$ cat config.mk
export PLATFORM = sky130hd
export DESIGN_NAME = adder_arbiter
export DESIGN_NICKNAME = d
export VERILOG_FILES = /design/src/rtl/adder_arbiter_pkg.sv /design/src/rtl/adder_arbiter_rr_arbiter.sv /design/src/rtl/cl_adder.sv /design/src/rtl/adder_arbiter.sv
export SDC_FILE = /design/constraint.sdc
export NUM_CORES = 1
export LEC_CHECK = 0
export BUFFER_PORTS_ARGS = -buffer_cell sky130_fd_sc_hd__buf_4
export CORE_MARGIN = 3
export CORE_UTILIZATION = 52
export CTS_CLUSTER_DIAMETER = 60
export CTS_CLUSTER_SIZE = 25
export DETAILED_ROUTE_END_ITERATION = 8
export GPL_ROUTABILITY_DRIVEN = 0
export GPL_TIMING_DRIVEN = 0
export HOLD_SLACK_MARGIN = 0.03
export PLACE_DENSITY = 0.8
export SLEW_MARGIN = 0
export SYNTH_ARGS = -nofsm -noshare
export SYNTH_HDL_FRONTEND = slang
export SYNTH_HIERARCHICAL = 1
export SYNTH_SLANG_ARGS = --single-unit
$ cat constraint.sdc
create_clock -name clk_i -period 3.5 [get_ports clk_i]
set_input_delay 0.175 -clock clk_i [delete_from_list [all_inputs] [get_ports clk_i]]
set_output_delay 0.175 -clock clk_i [all_outputs]
set_load 0.02 [all_outputs]
$ cat src/rtl/adder_arbiter_pkg.sv
// Shared types and defaults for the round-robin adder arbiter.
// State encodings are fixed so that waveform viewers and external monitors agree.
package adder_arbiter_pkg;

  typedef enum logic [1:0] {
    S_IDLE = 2'd0,
    S_CALC = 2'd1,
    S_RESP = 2'd2
  } state_e;

  localparam int unsigned DefWidth  = 4;
  localparam int unsigned DefNumReq = 4;
  localparam int unsigned DefCntW   = 16;

endpackage

$ cat src/rtl/adder_arbiter_rr_arbiter.sv
// Combinational round-robin arbiter: grants the first requester above ptr_i,
// wrapping modulo NumReq, so the last winner has the lowest priority next time.
module rr_arbiter #(
  parameter  int NumReq = 4,
  localparam int IdW    = $clog2(NumReq)
) (
  input  logic [NumReq-1:0] req_i,
  input  logic [IdW-1:0]    ptr_i,
  input  logic              en_i,
  output logic [NumReq-1:0] gnt_o,
  output logic [IdW-1:0]    gnt_idx_o
);

  logic           found;
  logic [IdW-1:0] idx;

  always_comb begin
    gnt_o     = '0;
    gnt_idx_o = '0;
    found     = 1'b0;
    idx       = '0;
    for (int k = 1; k <= NumReq; k++) begin
      idx = IdW'((int'(ptr_i) + k) % NumReq);
      if (en_i && !found && req_i[idx]) begin
        found      = 1'b1;
        gnt_o[idx] = 1'b1;
        gnt_idx_o  = idx;
      end
    end
  end

endmodule

$ cat src/rtl/cl_adder.sv
// Unsigned carry-lookahead adder, no carry-in.
// The result is {carry_o, result_o} = a_i + b_i.
module cl_adder #(
  parameter int Width = 4
) (
  input  logic [Width-1:0] a_i,
  input  logic [Width-1:0] b_i,
  output logic [Width-1:0] result_o,
  output logic             carry_o
);

  logic [Width-1:0] gen;
  logic [Width-1:0] prop;
  logic [Width:0]   carry;

  assign gen  = a_i & b_i;
  assign prop = a_i ^ b_i;

  always_comb begin
    carry = '0;
    for (int i = 0; i < Width; i++) begin
      carry[i+1] = gen[i] | (prop[i] & carry[i]);
    end
  end

  assign result_o = prop ^ carry[Width-1:0];
  assign carry_o  = carry[Width];

endmodule

$ cat src/rtl/adder_arbiter.sv
// Shares one cl_adder between NumReq valid/ready requesters, round-robin.
// One op in flight: operands registered at accept, result registered after CALC.
module adder_arbiter
  import adder_arbiter_pkg::*;
#(
  parameter  int Width  = DefWidth,
  parameter  int NumReq = DefNumReq,
  parameter  int CntW   = DefCntW,
  localparam int IdW    = $clog2(NumReq)
) (
  input  logic                    clk_i,
  input  logic                    rst_ni,
  input  logic [NumReq-1:0]       req_valid_i,
  output logic [NumReq-1:0]       req_ready_o,
  input  logic [NumReq*Width-1:0] req_a_i,
  input  logic [NumReq*Width-1:0] req_b_i,
  output logic                    rsp_valid_o,
  input  logic                    rsp_ready_i,
  output logic [IdW-1:0]          rsp_id_o,
  output logic [Width-1:0]        rsp_result_o,
  output logic                    rsp_carry_o,
  output logic                    busy_o,
  output logic [CntW-1:0]         ops_done_o
);

  state_e                       state_q;
  logic [IdW-1:0]               rr_ptr_q;
  logic [IdW-1:0]               id_q;
  logic [Width-1:0]             a_q, b_q, res_q;
  logic                         carry_q;
  logic [CntW-1:0]              cnt_q;

  logic [NumReq-1:0][Width-1:0] a_arr, b_arr;
  logic [NumReq-1:0]            gnt;
  logic [IdW-1:0]               gnt_idx;
  logic                         arb_en, accept;
  logic [Width-1:0]             sum;
  logic                         cout;

  assign a_arr = req_a_i;
  assign b_arr = req_b_i;

  // rst_ni gates the grant so req_ready_o is already low while reset is held.
  assign arb_en = rst_ni &&
                  ((state_q == S_IDLE) || ((state_q == S_RESP) && rsp_ready_i));
  assign accept = |gnt;

  rr_arbiter #(.NumReq(NumReq)) u_arb (
    .req_i     (req_valid_i),
    .ptr_i     (rr_ptr_q),
    .en_i      (arb_en),
    .gnt_o     (gnt),
    .gnt_idx_o (gnt_idx)
  );

  cl_adder #(.Width(Width)) u_add (
    .a_i      (a_q),
    .b_i      (b_q),
    .result_o (sum),
    .carry_o  (cout)
  );

  always_ff @(posedge clk_i or negedge rst_ni) begin
    if (!rst_ni) begin
      state_q  <= S_IDLE;
      rr_ptr_q <= IdW'(NumReq - 1);
      id_q     <= '0;
      a_q      <= '0;
      b_q      <= '0;
      res_q    <= '0;
      carry_q  <= 1'b0;
      cnt_q    <= '0;
    end else begin
      unique case (state_q)
        S_IDLE: if (accept) state_q <= S_CALC;
        S_CALC: begin
          res_q   <= sum;
          carry_q <= cout;
          state_q <= S_RESP;
        end
        S_RESP: if (rsp_ready_i) begin
          cnt_q   <= cnt_q + CntW'(1);
          state_q <= accept ? S_CALC : S_IDLE;
        end
        default: state_q <= S_IDLE;
      endcase
      // accept is only ever high in IDLE or in a completing RESP
      if (accept) begin
        a_q      <= a_arr[gnt_idx];
        b_q      <= b_arr[gnt_idx];
        id_q     <= gnt_idx;
        rr_ptr_q <= gnt_idx;
      end
    end
  end

  assign req_ready_o  = gnt;
  assign rsp_valid_o  = (state_q == S_RESP);
  assign busy_o       = (state_q != S_IDLE);
  assign rsp_id_o     = id_q;
  assign rsp_result_o = res_q;
  assign rsp_carry_o  = carry_q;
  assign ops_done_o   = cnt_q;

endmodule

==> flow_summary.json <==
{
  "maxCapViolCount": 0,
  "synth_area_mm2": 0.00238,
  "grt_max_degree": 37,
  "num-nets-final": 342,
  "synth_seq_area_share": 0.369,
  "start_util": 0.567,
  "viasPerCell": 5.69,
  "clkTransAtPathRegs_ns": 0.07,
  "hold_viol": 0,
  "cts_tree": "built",
  "setup_ws_ns": 0.241,
  "layout_min_cycle_time_ns": 3.26,
  "yosys.cell_count.top_type": "dfrtp_1",
  "rows": 23,
  "clockBufferDepth": 2,
  "ios": 68,
  "worstSetupPathType": "flip-flop to flip-flop",
  "max_slew_margin": 0.687,
  "rsz0062_at_grt": "false",
  "yosys.area.top_type_share": 0.346,
  "fin_worst_skew_ns": 0.00821,
  "period_share": 0.931,
  "p_leak_nw": 1.48,
  "numCtsBuffers": 5,
  "r2r_setup_slack_ns": 0.24,
  "grt_antenna_before_repair": 0,
  "synth_common_cells": "dfrtp_1 (33), nand2_1 (21), inv_1 (17)",
  "remaining_drc_errors": 0,
  "cts.sinks": 35,
  "outcome": "finished, final reports clean",
  "synth_top_cell_by_area": "dfrtp_1",
  "synth_edf_count": 0,
  "path_cells": "clkbuf_4 > inv_1 > ha_1 > mux4_2 > nand2_1 > a21oi_1 > a221o_2 > nor4_4 > buf_4 > mux2_2",
  "tightest_slew_ns": 0.470,
  "async_flop_share": 1.00,
  "netlist_instances": 214,
  "htreeDepth": 2,
  "antenna_cells": 0,
  "die_area_mm2": 0.00543,
  "cp_max_fo": 10,
  "grt_remaining_overflow": 0,
  "drt_iter0_markers": 120,
  "cp_data_arrival_time_ns": 3.43,
  "first_pass_iters": 4,
  "worstPathRequired_ns": 3.67,
  "vias": 1945,
  "slew_viol_final": 0,
  "grt_pass1_vias": 1918,
  "die_x_um": 73.7,
  "dpl_worst_slack_ns": -0.115,
  "portBuffers": 67,
  "grt_pass1_wl_um": 8310,
  "yosys-top-cells-area": "dfrtp_1 (35%), mux4_2 (9.4%), mux2_2 (6.1%)",
  "post-route-util": 0.731,
  "setup_viol": 0,
  "clockRootBuffer": "clkbuf_8",
  "wl_per_cell_um": 14.9,
  "ant_nets": 0,
  "drive_gt1_frac": 0.428,
  "core_mm2": 0.00420,
  "cp-end-kind": "flip-flop",
  "clk_latency_ns": 0.29,
  "slowest_delay_ns": 0.57,
  "die_h_um": 73.7,
  "dp_hpwl_um": 3920,
  "wl_um": 5090,
  "synth_flop_cell": "dfrtp_1",
  "ys_types": 50,
  "whs_ns": 0.242,
  "syn_avg_cell_area_um2": 11.1,
  "syn_to_final_growth_pct": 28.8,
  "synth-seq-cells": 35,
  "min_path_type": "input pin to flip-flop",
  "ir_drop_v": 0.000343,
  "critPathSlowestCell": "dfstp_2",
  "max_freq_ghz": 0.307,
  "p_per_area_mw_per_mm2": 677,
  "synth_fp_nets": 265,
  "worstSetupStartpointType": "flip-flop",
  "track_usage": 0.194,
  "ys_warn_count": 6
}
## through the flow
stage	power, W	instance area [um2]	instances	setup TNS, ns
6_report	0.00208	3070	342	0
5_1_grt	0.00224	3070	342	0
4_1_cts	0.00208	3050	341	0
3_5_place_dp	0.00179	2950	331	-0.322
3_3_place_gp	0.00175	2950	331	-0.247
2_1_floorplan	0.00145	2380	214	0
## where the power goes
group	switching (W)	internal [W]	leakage, nW
registers	0.000120	0.000540	0.444
clock network	0.000145	0.000139	0.0412
logic	0.000545	0.000589	0.991
## worst max-delay path: cells and delay by family (launching register included)
kind	cells	cell delay, ns
buffers and inverters	3	0.53
AOI/OAI and AO/OA	2	0.40
muxes	2	0.76
DFF	1	0.57
adders and majority gates	1	0.42
and+or+nand+nor	2	0.47
## path summary, 6_finish.rpt
check                          startpoint              to  cells past startpoint
max in group asynchronous          rst_ni     rr_ptr_q[0]                      2
min in group asynchronous          rst_ni  ops_done_o[10]                      2
setup reg to reg              rr_ptr_q[0]          a_q[3]                     10
hold reg to reg            ops_done_o[15]  ops_done_o[15]                      1
hold / removal                rsp_ready_i      state_q[1]                      3
setup / recovery              rr_ptr_q[0]          a_q[3]                     10
## cells in the final DEF, fill, tap and decap left out, types with 2 or more instances in the layout
cell type and count:
nand3_1 10, buf_4 71, o211ai_1 3, a31oi_1 2, nand2b_1 4, a221o_2 4
or3b_1 4, buf_2 2, clkbuf_8 5, a21oi_1 6, xnor2_1 13, nand4_1 4
dfrtp_1 33, nor2_1 4, xor2_1 2, nand2_1 21, o221ai_1 2, and3_1 4
nor3_4 2, fa_1 3, inv_1 17, or2b_1 2, buf_6 4, ha_1 9
nor2b_1 4, o21ai_0 5, mux4_2 10, mux2_2 13, dfstp_2 2
## layer usage
metal  share of wire  up-vias  GRT usage
met5               0        -          0
met3           0.067        8     0.0301
li1                -      917          -
met1            0.41      943      0.246
met2            0.51       77      0.344
met4           0.016        0     0.0503
## timing repair
item                       in CTS  in global routing
setup buffers                   1                  2
pin swaps                       1                  0
setup endpoints to repair       3                  9
hold buffers                    1                  0
resized for setup               0                  2
hold endpoints to repair       33                  0
## cells by family after synthesis
| logic type | count (synthesis) | synth area share |
|---|---|---|
| xor gates and xnor gates | 15 | 0.0551 |
| adders and majority gates | 12 | 0.0724 |
| DFF | 35 | 0.369 |
| AOI/OAI and AO/OA | 26 | 0.0793 |
| buffers and inverters | 27 | 0.0583 |
| muxes | 23 | 0.156 |
| and+or+nand+nor | 76 | 0.210 |
## sequential cells by signal, indices dropped and copies added (netlist names)
register / count
ops_done_o: 16
a_q: 4
b_q: 4
rsp_result_o: 4
rr_ptr_q: 2
rsp_id_o: 2
state_q: 2
rsp_carry_o: 1
## final cells by class
type                       count  area [um2]
buffer                         9        73.8
clock buffer                   6        72.6
clock inverter                 2        12.5
fill                         311        1130
inverter                      17        63.8
multi-input combinational    152        1370
sequential                    35         878
tap                           50        62.6
timing repair buffer          71         536
Power figures use the tool's default switching activity.
